<file path="config.mk">
export PLATFORM = sky130hd
export DESIGN_NAME = rob_flat
export DESIGN_NICKNAME = d
export VERILOG_FILES = /design/src/rtl/rob_pkg.sv /design/src/rtl/rob_if.sv /design/src/rtl/rob.sv /design/src/flat_wrapper.sv
export SDC_FILE = /design/constraint.sdc
export NUM_CORES = 2
export LEC_CHECK = 0
export ABC_CLOCK_PERIOD_IN_PS = 7550
export BUFFER_PORTS_ARGS = -buffer_cell sky130_fd_sc_hd__buf_2
export CORE_MARGIN = 1
export CORE_UTILIZATION = 25
export CTS_BUF_LIST = sky130_fd_sc_hd__clkbuf_8
export DETAILED_ROUTE_END_ITERATION = 10
export PLACE_DENSITY_LB_ADDON = 0.15
export RECOVER_POWER = 50
export SLEW_MARGIN = 15
export SYNTH_ARGS = -nofsm -noshare
export SYNTH_HDL_FRONTEND = slang
export SYNTH_SLANG_ARGS = --single-unit
export TNS_END_PERCENT = 1
</file>
<file path="constraint.sdc">
create_clock -name clock -period 7.55 [get_ports clock]
set_input_delay 0.755 -clock clock [delete_from_list [all_inputs] [get_ports clock]]
set_output_delay 0.755 -clock clock [all_outputs]
set_load 0.01 [all_outputs]
</file>
<file path="src/rtl/rob_pkg.sv">
// Shared constants, payload types and retire helper for the reorder buffer.
package rob_pkg;

  localparam int unsigned ROB_DEPTH  = 32;
  localparam int unsigned ROB_PREG_W = 6;
  localparam int unsigned LREG_W     = 5;
  localparam int unsigned PC_W       = 48;

  typedef logic [LREG_W-1:0] lreg_t;
  typedef logic [PC_W-1:0]   pc_t;

  // Number of entries retired this cycle given the two slot selections.
  function automatic logic [1:0] retire_count(input logic slot0, input logic slot1);
    return slot0 ? (slot1 ? 2'd2 : 2'd1) : 2'd0;
  endfunction

endpackage

</file>
<file path="src/rtl/rob_if.sv">
// Dispatch / writeback / commit / freelist-release bundle of the reorder buffer.
interface rob_if
  import rob_pkg::*;
#(
  parameter int unsigned DEPTH  = ROB_DEPTH,
  parameter int unsigned PREG_W = ROB_PREG_W
);
  localparam int unsigned IDX_W = $clog2(DEPTH);

  // dispatch
  logic              enq_valid;
  logic              enq_ready;
  logic              enq_need_to_wb;
  lreg_t             enq_lrd;
  logic [PREG_W-1:0] enq_prd;
  logic [PREG_W-1:0] enq_old_prd;
  pc_t               enq_pc;
  logic [IDX_W-1:0]  enq_robidx;
  // writeback completions
  logic              wb0_valid;
  logic [IDX_W-1:0]  wb0_robidx;
  logic              wb1_valid;
  logic [IDX_W-1:0]  wb1_robidx;
  // retirement
  logic              commit0_valid;
  logic              commit0_need_to_wb;
  lreg_t             commit0_lrd;
  logic [PREG_W-1:0] commit0_prd;
  logic [PREG_W-1:0] commit0_old_prd;
  pc_t               commit0_pc;
  logic              commit1_valid;
  logic              commit1_need_to_wb;
  lreg_t             commit1_lrd;
  logic [PREG_W-1:0] commit1_prd;
  logic [PREG_W-1:0] commit1_old_prd;
  pc_t               commit1_pc;
  // freelist release
  logic              write0_valid;
  logic [PREG_W-1:0] write0_data;
  logic              write1_valid;
  logic [PREG_W-1:0] write1_data;
  // occupancy
  logic [IDX_W:0]    count;

  modport master (
    output enq_valid, enq_need_to_wb, enq_lrd, enq_prd, enq_old_prd, enq_pc,
    output wb0_valid, wb0_robidx, wb1_valid, wb1_robidx,
    input  enq_ready, enq_robidx, count,
    input  commit0_valid, commit0_need_to_wb, commit0_lrd, commit0_prd, commit0_old_prd, commit0_pc,
    input  commit1_valid, commit1_need_to_wb, commit1_lrd, commit1_prd, commit1_old_prd, commit1_pc,
    input  write0_valid, write0_data, write1_valid, write1_data
  );

  modport slave (
    input  enq_valid, enq_need_to_wb, enq_lrd, enq_prd, enq_old_prd, enq_pc,
    input  wb0_valid, wb0_robidx, wb1_valid, wb1_robidx,
    output enq_ready, enq_robidx, count,
    output commit0_valid, commit0_need_to_wb, commit0_lrd, commit0_prd, commit0_old_prd, commit0_pc,
    output commit1_valid, commit1_need_to_wb, commit1_lrd, commit1_prd, commit1_old_prd, commit1_pc,
    output write0_valid, write0_data, write1_valid, write1_data
  );

endinterface

</file>
<file path="src/rtl/rob.sv">
// Reorder buffer: in-order allocation, out-of-order completion, up to two
// in-order retirements per cycle with registered commit/freelist outputs.
module rob
  import rob_pkg::*;
#(
  parameter int unsigned DEPTH  = ROB_DEPTH,
  parameter int unsigned PREG_W = ROB_PREG_W
) (
  input logic  clock,
  input logic  reset_n,
  input logic  flush,
  rob_if.slave io
);

  localparam int unsigned IDX_W = $clog2(DEPTH);

  typedef logic [IDX_W:0]    ptr_t;
  typedef logic [IDX_W-1:0]  idx_t;
  typedef logic [PREG_W-1:0] preg_t;

  typedef struct packed {
    logic  valid;
    logic  need_to_wb;
    lreg_t lrd;
    preg_t prd;
    preg_t old_prd;
    pc_t   pc;
  } commit_t;

  // entry state
  logic [DEPTH-1:0] valid_q, valid_d;
  logic [DEPTH-1:0] complete_q, complete_d;
  // entry payload (only read while the entry is valid, so left unreset)
  logic             need_q    [DEPTH];
  lreg_t            lrd_q     [DEPTH];
  preg_t            prd_q     [DEPTH];
  preg_t            old_prd_q [DEPTH];
  pc_t              pc_q      [DEPTH];

  ptr_t    head_q, head_d;
  ptr_t    tail_q, tail_d;
  ptr_t    count_q, count_d;
  commit_t c0_q, c0_d, c1_q, c1_d;

  idx_t       head_idx, head1_idx, tail_idx;
  logic       full, enq_ready, enq_fire;
  logic       sel0, sel1;
  logic [1:0] ncommit;

  assign head_idx  = head_q[IDX_W-1:0];
  assign head1_idx = head_idx + idx_t'(1);
  assign tail_idx  = tail_q[IDX_W-1:0];

  assign full      = (head_idx == tail_idx) && (head_q[IDX_W] != tail_q[IDX_W]);
  assign enq_ready = !full && !flush;
  assign enq_fire  = io.enq_valid && enq_ready;

  // selection looks only at registered state, so a same-cycle writeback
  // to the head cannot retire it in that cycle
  assign sel0    = valid_q[head_idx] && complete_q[head_idx];
  assign sel1    = sel0 && valid_q[head1_idx] && complete_q[head1_idx];
  assign ncommit = retire_count(sel0, sel1);

  // next-state: writeback marks, allocation, retirement, flush override
  always_comb begin
    valid_d    = valid_q;
    complete_d = complete_q;
    head_d     = head_q;
    tail_d     = tail_q;
    count_d    = count_q;
    c0_d       = '0;
    c1_d       = '0;
    if (flush) begin
      valid_d    = '0;
      complete_d = '0;
      head_d     = '0;
      tail_d     = '0;
      count_d    = '0;
    end else begin
      if (io.wb0_valid && valid_q[io.wb0_robidx]) complete_d[io.wb0_robidx] = 1'b1;
      if (io.wb1_valid && valid_q[io.wb1_robidx]) complete_d[io.wb1_robidx] = 1'b1;
      if (enq_fire) begin
        valid_d[tail_idx]    = 1'b1;
        complete_d[tail_idx] = 1'b0;
        tail_d               = tail_q + ptr_t'(1);
      end
      // retirement clears are applied last so they win over a redundant writeback
      if (sel0) begin
        valid_d[head_idx]    = 1'b0;
        complete_d[head_idx] = 1'b0;
        c0_d.valid           = 1'b1;
        c0_d.need_to_wb      = need_q[head_idx];
        c0_d.lrd             = lrd_q[head_idx];
        c0_d.prd             = prd_q[head_idx];
        c0_d.old_prd         = old_prd_q[head_idx];
        c0_d.pc              = pc_q[head_idx];
      end
      if (sel1) begin
        valid_d[head1_idx]    = 1'b0;
        complete_d[head1_idx] = 1'b0;
        c1_d.valid            = 1'b1;
        c1_d.need_to_wb       = need_q[head1_idx];
        c1_d.lrd              = lrd_q[head1_idx];
        c1_d.prd              = prd_q[head1_idx];
        c1_d.old_prd          = old_prd_q[head1_idx];
        c1_d.pc               = pc_q[head1_idx];
      end
      head_d  = head_q + ptr_t'(ncommit);
      count_d = count_q + ptr_t'(enq_fire) - ptr_t'(ncommit);
    end
  end

  // state and commit registers with synchronous active-low reset
  always_ff @(posedge clock) begin
    if (!reset_n) begin
      valid_q    <= '0;
      complete_q <= '0;
      head_q     <= '0;
      tail_q     <= '0;
      count_q    <= '0;
      c0_q       <= '0;
      c1_q       <= '0;
    end else begin
      valid_q    <= valid_d;
      complete_q <= complete_d;
      head_q     <= head_d;
      tail_q     <= tail_d;
      count_q    <= count_d;
      c0_q       <= c0_d;
      c1_q       <= c1_d;
    end
  end

  // payload capture at the tail on an accepted enqueue
  always_ff @(posedge clock) begin
    if (enq_fire) begin
      need_q[tail_idx]    <= io.enq_need_to_wb;
      lrd_q[tail_idx]     <= io.enq_lrd;
      prd_q[tail_idx]     <= io.enq_prd;
      old_prd_q[tail_idx] <= io.enq_old_prd;
      pc_q[tail_idx]      <= io.enq_pc;
    end
  end

  assign io.enq_ready          = enq_ready;
  assign io.enq_robidx         = tail_idx;
  assign io.count              = count_q;

  assign io.commit0_valid      = c0_q.valid;
  assign io.commit0_need_to_wb = c0_q.need_to_wb;
  assign io.commit0_lrd        = c0_q.lrd;
  assign io.commit0_prd        = c0_q.prd;
  assign io.commit0_old_prd    = c0_q.old_prd;
  assign io.commit0_pc         = c0_q.pc;

  assign io.commit1_valid      = c1_q.valid;
  assign io.commit1_need_to_wb = c1_q.need_to_wb;
  assign io.commit1_lrd        = c1_q.lrd;
  assign io.commit1_prd        = c1_q.prd;
  assign io.commit1_old_prd    = c1_q.old_prd;
  assign io.commit1_pc         = c1_q.pc;

  assign io.write0_valid       = c0_q.valid && c0_q.need_to_wb;
  assign io.write0_data        = c0_q.old_prd;
  assign io.write1_valid       = c1_q.valid && c1_q.need_to_wb;
  assign io.write1_data        = c1_q.old_prd;

endmodule

</file>
<file path="src/flat_wrapper.sv">
// flat-port wrapper written by rule: the top's interface ports become plain ports
module rob_flat import rob_pkg::*;
#(
  parameter int unsigned DEPTH  = ROB_DEPTH,
  parameter int unsigned PREG_W = ROB_PREG_W
)
  (clock, reset_n, flush, io_enq_valid, io_enq_need_to_wb, io_enq_lrd, io_enq_prd, io_enq_old_prd, io_enq_pc, io_wb0_valid, io_wb0_robidx, io_wb1_valid, io_wb1_robidx, io_enq_ready, io_enq_robidx, io_count, io_commit0_valid, io_commit0_need_to_wb, io_commit0_lrd, io_commit0_prd, io_commit0_old_prd, io_commit0_pc, io_commit1_valid, io_commit1_need_to_wb, io_commit1_lrd, io_commit1_prd, io_commit1_old_prd, io_commit1_pc, io_write0_valid, io_write0_data, io_write1_valid, io_write1_data);
  rob_if #(.DEPTH(DEPTH), .PREG_W(PREG_W)) io_i ();
  input logic clock;
  input logic reset_n;
  input logic flush;
  input wire logic [$bits(io_i.enq_valid)-1:0] io_enq_valid;
  input wire logic [$bits(io_i.enq_need_to_wb)-1:0] io_enq_need_to_wb;
  input wire logic [$bits(io_i.enq_lrd)-1:0] io_enq_lrd;
  input wire logic [$bits(io_i.enq_prd)-1:0] io_enq_prd;
  input wire logic [$bits(io_i.enq_old_prd)-1:0] io_enq_old_prd;
  input wire logic [$bits(io_i.enq_pc)-1:0] io_enq_pc;
  input wire logic [$bits(io_i.wb0_valid)-1:0] io_wb0_valid;
  input wire logic [$bits(io_i.wb0_robidx)-1:0] io_wb0_robidx;
  input wire logic [$bits(io_i.wb1_valid)-1:0] io_wb1_valid;
  input wire logic [$bits(io_i.wb1_robidx)-1:0] io_wb1_robidx;
  output wire logic [$bits(io_i.enq_ready)-1:0] io_enq_ready;
  output wire logic [$bits(io_i.enq_robidx)-1:0] io_enq_robidx;
  output wire logic [$bits(io_i.count)-1:0] io_count;
  output wire logic [$bits(io_i.commit0_valid)-1:0] io_commit0_valid;
  output wire logic [$bits(io_i.commit0_need_to_wb)-1:0] io_commit0_need_to_wb;
  output wire logic [$bits(io_i.commit0_lrd)-1:0] io_commit0_lrd;
  output wire logic [$bits(io_i.commit0_prd)-1:0] io_commit0_prd;
  output wire logic [$bits(io_i.commit0_old_prd)-1:0] io_commit0_old_prd;
  output wire logic [$bits(io_i.commit0_pc)-1:0] io_commit0_pc;
  output wire logic [$bits(io_i.commit1_valid)-1:0] io_commit1_valid;
  output wire logic [$bits(io_i.commit1_need_to_wb)-1:0] io_commit1_need_to_wb;
  output wire logic [$bits(io_i.commit1_lrd)-1:0] io_commit1_lrd;
  output wire logic [$bits(io_i.commit1_prd)-1:0] io_commit1_prd;
  output wire logic [$bits(io_i.commit1_old_prd)-1:0] io_commit1_old_prd;
  output wire logic [$bits(io_i.commit1_pc)-1:0] io_commit1_pc;
  output wire logic [$bits(io_i.write0_valid)-1:0] io_write0_valid;
  output wire logic [$bits(io_i.write0_data)-1:0] io_write0_data;
  output wire logic [$bits(io_i.write1_valid)-1:0] io_write1_valid;
  output wire logic [$bits(io_i.write1_data)-1:0] io_write1_data;
  assign io_i.enq_valid = io_enq_valid;
  assign io_i.enq_need_to_wb = io_enq_need_to_wb;
  assign io_i.enq_lrd = io_enq_lrd;
  assign io_i.enq_prd = io_enq_prd;
  assign io_i.enq_old_prd = io_enq_old_prd;
  assign io_i.enq_pc = io_enq_pc;
  assign io_i.wb0_valid = io_wb0_valid;
  assign io_i.wb0_robidx = io_wb0_robidx;
  assign io_i.wb1_valid = io_wb1_valid;
  assign io_i.wb1_robidx = io_wb1_robidx;
  assign io_enq_ready = io_i.enq_ready;
  assign io_enq_robidx = io_i.enq_robidx;
  assign io_count = io_i.count;
  assign io_commit0_valid = io_i.commit0_valid;
  assign io_commit0_need_to_wb = io_i.commit0_need_to_wb;
  assign io_commit0_lrd = io_i.commit0_lrd;
  assign io_commit0_prd = io_i.commit0_prd;
  assign io_commit0_old_prd = io_i.commit0_old_prd;
  assign io_commit0_pc = io_i.commit0_pc;
  assign io_commit1_valid = io_i.commit1_valid;
  assign io_commit1_need_to_wb = io_i.commit1_need_to_wb;
  assign io_commit1_lrd = io_i.commit1_lrd;
  assign io_commit1_prd = io_i.commit1_prd;
  assign io_commit1_old_prd = io_i.commit1_old_prd;
  assign io_commit1_pc = io_i.commit1_pc;
  assign io_write0_valid = io_i.write0_valid;
  assign io_write0_data = io_i.write0_data;
  assign io_write1_valid = io_i.write1_valid;
  assign io_write1_data = io_i.write1_data;
  rob #(.DEPTH(DEPTH), .PREG_W(PREG_W)) u_core (.clock(clock), .reset_n(reset_n), .flush(flush), .io(io_i));
endmodule
</file>
# After elaboration in Yosys (flattened, before gate mapping)
# Memory sizes are Yosys's and may differ from the RTL's. A register that Yosys moved wholly into a read port is not among the register bits.
# Cells that the tools add are included.
op_classes:
  add_sub_neg: 5
  order_cmp: 10
  n_eq_ne: 2
  n_mux: 47
  bitwise_logic: 14
  n_reduce_logical: 20
ops:
  columns: ["cell", "count"]
  rows:
  - ["32-bit 2-to-1 mux", 14]
  - ["32-bit AND", 5]
  - ["67-bit 2-to-1 mux", 2]
  - ["32-bit inverter", 3]
  - ["32-bit OR", 3]
  - ["1-bit binary-select mux with 5-bit select", 6]
  - ["5-bit by 6-bit less-than comparator with 1-bit output (second input constant)", 5]
  - ["1-bit demux with 5-bit select", 5]
  - ["5-bit by 1-bit greater-or-equal comparator with 1-bit output (second input constant)", 5]
  - ["5-bit 2-to-1 mux", 5]
  - ["1-bit logical AND", 15]
  - ["1-bit 2-to-1 mux", 13]
  - ["6-bit by 1-bit adder with 6-bit output", 1]
  - ["6-bit by 1-bit adder with 6-bit output (second input constant)", 1]
  - ["6-bit by 2-bit adder with 6-bit output", 1]
  - ["3-bit OR reduction", 2]
  - ["6-bit by 2-bit subtractor with 6-bit output", 1]
  - ["5-bit by 1-bit adder with 5-bit output (second input constant)", 1]
  - ["5-bit equality test", 1]
  - ["2-bit 2-to-1 mux", 2]
  - ["1-bit inverter", 3]
  - ["1-bit logical NOT", 2]
  - ["2-bit OR reduction", 1]
  - ["1-bit != test", 1]
word_totals:
  reg_bits: 216
  ram_bits: 2112
  inputBits: 82
  output_inout_bits: 160
  wordCells: 120
  memories: 5
memory_table:
  columns: ["memory", "depth", "word_bits", "rd", "rd_ports_with_merged_regs", "wr", "line", "rtl"]
  rows:
  - ["u_core.pc_q", 32, 48, 2, 1, 1, "rob.sv:38", "pc_t pc_q [DEPTH];"]
  - ["u_core.old_prd_q", 32, 6, 2, 1, 1, "rob.sv:37", "preg_t old_prd_q [DEPTH];"]
  - ["u_core.prd_q", 32, 6, 2, 1, 1, "rob.sv:36", "preg_t prd_q [DEPTH];"]
  - ["u_core.lrd_q", 32, 5, 2, 1, 1, "rob.sv:35", "lreg_t lrd_q [DEPTH];"]
  - ["u_core.need_q", 32, 1, 2, 1, 1, "rob.sv:34", "logic need_q [DEPTH];"]

# Depth between registers and ports, before layout
logic_depth:
  depth_word: 18
  ltp_mapped: 26
  mapped_depth_nobuf: 18

# Least setup slack after synthesis
# OpenSTA, ideal clock, no wires.
synth_path:
  path_type: "register to register"
  startpoint: "register u_core.head_q[1]"
  endpoint: "register u_core.count_q[4], in the netlist u_core.io.count[4]"
  setup_time_ps: 128
  arrival_time_ps: 5220
  required_ps: 7422
  slack_ps: 2202
  stages_incl_launch_ff: 27
  n_path_buf: 9
  period_less_slack_ps: 5348
  path_cell_list: "dfxtp_1 -> buf_2 -> buf_2 -> buf_2 -> buf_1 -> buf_1 -> inv_1 -> ha_1 -> buf_2 -> buf_4 -> o21ai_0 -> mux4_2 -> mux2i_2 -> a21o_1 -> buf_2 -> buf_6 -> and2_1 -> ha_1 -> inv_1 -> ha_1 -> inv_1 -> fa_1 -> inv_1 -> a21o_1 -> a21oi_1 -> xor2_1 -> nor2_1"
synth_between:
  elab_chain_cells: 8
  word_cells_on_any_way: 21
  cone_classes: "3 x add/sub; 1 x eq/ne; 10 x mux; 7 x reduce/logical"
synth_rtl:
  columns: ["item", "line", "rtl"]
  rows:
  - ["start: declaration", "rob.sv:40", "ptr_t head_q, head_d;"]
  - ["start signal: assignment", "rob.sv:118", "head_q <= '0;"]
  - ["start signal: assignment", "rob.sv:126", "head_q <= head_d;"]
  - ["5-bit by 1-bit adder with 5-bit output or 1-bit binary-select mux with 5-bit select (tied branches)", "rob.sv:51, rob.sv:60", null]
  - ["1-bit binary-select mux with 5-bit select or 1-bit 2-to-1 mux (tied branches)", "rob.sv:61, rob.sv:60", null]
  - ["1-bit 2-to-1 mux (implied by the code) or 1-bit logical AND (tied branches)", "rob.sv:61, rob.sv:60", null]
  - ["1-bit logical AND (2 in series)", "rob.sv:61", "assign sel1 = sel0 && valid_q[head1_idx] && complete_q[head1_idx];"]
  - ["2-bit 2-to-1 mux (2 in series)", "rob_pkg.sv:14", "return slot0 ? (slot1 ? 2'd2 : 2'd1) : 2'd0;"]
  - ["6-bit by 2-bit subtractor with 6-bit output (*)", "rob.sv:109", "count_d = count_q + ptr_t'(enq_fire) - ptr_t'(ncommit);"]
  - ["end signal: assignment", "rob.sv:128", "count_q <= count_d;"]
  - ["end: declaration", "rob.sv:42", "ptr_t count_q, count_d;"]
# Mark *: on every way between the ends. The rest lies on a longest branch, timed or not. The select of a mux whose other input is x is not followed.
# A chain may end at the register's enable or synchronous reset.

# Worst setup path in the final report
layout_path:
  startpoint: "register u_core.head_q[1]"
  endpoint: "memory u_core.old_prd_q[10][2] (netlist name) (enable)"
layout_between:
  elab_chain_cells: 7
layout_rtl:
  columns: ["item", "line", "rtl"]
  rows:
  - ["5-bit equality test", "rob.sv:54", "assign full = (head_idx == tail_idx) && (head_q[IDX_W] != tail_q[IDX_W]);"]
  - ["1-bit logical AND", "rob.sv:54", null]
  - ["1-bit logical NOT", "rob.sv:55", "assign enq_ready = !full && !flush;"]
  - ["1-bit logical AND", "rob.sv:55", null]
  - ["1-bit logical AND", "rob.sv:56", "assign enq_fire = io.enq_valid && enq_ready;"]
  - ["1-bit 2-to-1 mux", "rob.sv:136", "if (enq_fire) begin"]
  - ["1-bit 2-to-1 mux (implied by the code)", "rob.sv:140", "old_prd_q[tail_idx] <= io.enq_old_prd;"]
  - ["end: declaration", "rob.sv:37", null]
# Every way passes these cells.

==> metrics.cfg <==
[status]
status=finished, violations left
violations=capacitance limit, slew limit

[synth]
syn_inst=5355
seq_area_frac_synth_pct=64.5
ys_ff_latch=2328
synthArstFlopShare_pct=0
synth_edf_count=2112
synth_area_sq_um=105000
synth_warnings=0
synth_nets=5459
ys.flop_type=edfxtp_1
avgSynthCellArea_sq_um=19.6
synth.distinct_cells=66

[timing]
setup_tns_ps=0
setup_viol=0
maxSlewViolCount=50
fmax_mhz=158
tightest_slew_ps=2900
finalHoldViolCount=0
relSlewSlack_pct=-93.2
skew_ps=75.5
setup_slack_ps=1210
fin_crit_ps=6340
fin_hold_ws_ps=317
rsz0062_at_grt=false
fin_crit_sh_pct=84.0

[run]
maxCapViolations=3

[cts]
path_clk_slew_ps=60
ctsLongestPathBuffers=4
post_cts_buffers=0
cts_buffers=418
cts_htree_levels=5
cts_hold_buf=0
post_cts_resized=0
clkLatencyLatePin_ps=1120
cts_tree=yes
root_buffer=clkbuf_8
clock-sinks=2328

[route]
drc_errors=0
drt-wirelength-per-cell_um=35.1
dr.pass1.iters=5
viasPerCell=5.34
drt-total-wl_um=407000
ant_nets=0
num_vias=61900
drt_iter0_drc=6523

[power]
finalPower_uw=26300
pwr-share-comb_pct=1.3
max-vdd-ir-drop_mv=0.125
seqPwrFrac_pct=53.6
p_leak_uw=0.0348
cellInternalPower_uw=20300
power.density_nw_per_um2=217
p_clk_share_pct=45.1
swShare_pct=22.6
power.switching_uw=5940

[floorplanning]
rows=237
core_area_sq_um=418000
dieArea_sq_um=423000
start_util_pct=25.2
die_y_um=650
pin_count=242
die_x_um=650

[grt]
grt-busiest-layer=met2
grt_pass1_wl_um=553000
antenna_found_initial=45
grtUsageMet3_pct=3.16
grt_pass1_vias=63300
grt_max_degree=125
use_met2_pct=30.3
gr-total-overflow=0
use_met1_pct=26.1
gr-usage-all-layers_pct=18.7

[placement]
dp_slack_ps=1720
gp_congestion=0.819
dp_hpwl_um=208000
port_buffers=241

[worst_setup_path]
cp-end-kind=flop
path_class=reg2reg
worst_ep_required_time_ps=8250
cp-start-kind=flop
r2r_setup_slack_ps=1210
cp_max_fo=39
cp.arrival_ps=7040

[layout]
fill_cells=41200
drive_above_1_share_pct=32.8
nets=5825
area.growth.synth_to_final_pct=15.4

[worst_hold_path]
hp-class=in2reg

## cells in the final DEF, fill, tap and decap left out, types with 9 or more instances in the layout
master,instances
clkinv_1,75
or3b_2,9
a22oi_1,134
clkbuf_1,228
xnor2_1,12
edfxtp_1,2112
mux2i_1,128
o22ai_1,19
a311oi_2,9
clkinv_2,63
a22o_1,110
and2_1,9
nand2_1,162
o21ai_0,46
buf_4,121
a211oi_1,76
mux4_2,1121
nor2_4,32
nor3_1,51
nor2_1,74
bufinv_16,14
nand3b_1,14
a21oi_1,75
a211oi_2,26
ha_1,19
inv_1,165
o2bb2ai_1,22
diode_2,12
a31oi_1,66
nand3_1,43
dfxtp_1,214
buf_12,42
nand4_1,17
clkbuf_8,469
inv_8,10
nor4_1,53
a221oi_1,96
buf_2,19
## routing by layer
| layer | vias to the layer above | share of wire (%) |
|---|---|---|
| met5 | - | 0.032 |
| met4 | 22 | 2.7 |
| met3 | 602 | 6.0 |
| met2 | 2500 | 47 |
| met1 | 34700 | 44 |
| li1 | 24100 | - |
## registers in the layout, indices dropped and copies added (netlist names), 32 cells and up
signal / flops
u_core.complete_q: 32
u_core.io.commit0_pc: 48
u_core.valid_q: 32
u_core.lrd_q: 160
u_core.prd_q: 192
u_core.pc_q: 1536
u_core.need_q: 32
u_core.io.commit1_pc: 48
u_core.old_prd_q: 192
## critical path: stages (launching register included)
cell and delay (ps):
dfxtp_4 710, buf_4 730, xnor2_1 130, nand2_1 120, o211ai_1 120, clkbuf_1 610, nor2_4 260, clkbuf_1 2060
buf_4 970
## metrics by stage
stage	area, sq um	utilization [%]	std cells
after floorplan	105000	-	5355
after global placement	113000	27.1	10800
after detailed placement	113000	27.1	10800
after CTS	121000	29.1	11600
after global routing	121000	29.0	11600
final	121000	29.0	11600
## cells in the mapped netlist, drive strengths merged (4+ instances only)
library cell | n | area (sq um)
a2111oi | 8 | 95.1
a211oi | 102 | 896
a21o | 5 | 37.5
a21oi | 75 | 375
a221oi | 96 | 841
a22o | 110 | 963
a22oi | 134 | 1010
a311oi | 9 | 135
a31oi | 66 | 413
a32oi | 6 | 52.6
and2 | 9 | 56.3
buf | 244 | 1260
clkbuf | 220 | 827
dfxtp | 216 | 4320
edfxtp | 2112 | 63400
ha | 20 | 250
inv | 34 | 128
mux2i | 129 | 1290
mux4 | 1121 | 25200
nand2 | 162 | 608
nand2b | 7 | 43.8
nand3 | 45 | 235
nand3b | 15 | 116
nand4 | 17 | 106
nor2 | 108 | 405
nor2b | 4 | 25.0
nor3 | 55 | 280
nor3b | 5 | 37.5
nor4 | 53 | 332
o21ai | 46 | 230
o221ai | 8 | 70.1
o22ai | 19 | 119
o2bb2ai | 22 | 193
or2 | 7 | 43.8
or3 | 5 | 31.3
or3b | 11 | 96.4
or4 | 5 | 37.5
xnor2 | 15 | 131
xor2 | 10 | 87.6
## cell families (layout without fill, tap and decap cells)
group / after synthesis / count (layout) / share of synthesized area [%]
flops: 2328 / 2328 / 64.5
mux: 1253 / 1253 / 25.3
compound gates: 715 / 715 / 5.25
simple gates: 513 / 513 / 2.37
buf+inv: 499 / 1224 / 2.11
xor+xnor: 25 / 25 / 0.208
fa+ha+maj: 22 / 22 / 0.276
other cells: 0 / 12 / 0
## cell type report
cell class	instances	area (sq um)	area share, %
antenna	12	30.0	0.0248
clock buffer	469	6450	5.33
clock inverter	310	1770	1.46
inverter	35	151	0.125
multi-input combinational	2528	35500	29.3
sequential	2328	67800	55.9
tap	5497	6880	5.67
timing repair buffer	410	2700	2.23
## power by group through the flow
stage | registers (uW) | logic (uW) | clock network (uW)
2_1_floorplan | 14300 | 103 | 0
3_3_place_gp | 14300 | 330 | 0
3_5_place_dp | 14300 | 341 | 0
4_1_cts | 14100 | 340 | 12200
5_1_grt | 14100 | 363 | 12700
6_report | 14100 | 331 | 11900
## final timing paths
kind,endpoint,from,depth (start not counted)
max reg2reg,u_core.old_prd_q[10][2]$_DFFE_PP_,u_core.head_q[1]$_SDFF_PP0_,8
min reg2reg,u_core.tail_q[5]$_SDFFE_PP0N_,u_core.tail_q[5]$_SDFFE_PP0N_,2
max,u_core.old_prd_q[10][2]$_DFFE_PP_,u_core.head_q[1]$_SDFF_PP0_,8
min,u_core.complete_q[23]$_SDFF_PP0_,flush,5
No activity file was read; power rests on OpenSTA's default activity.
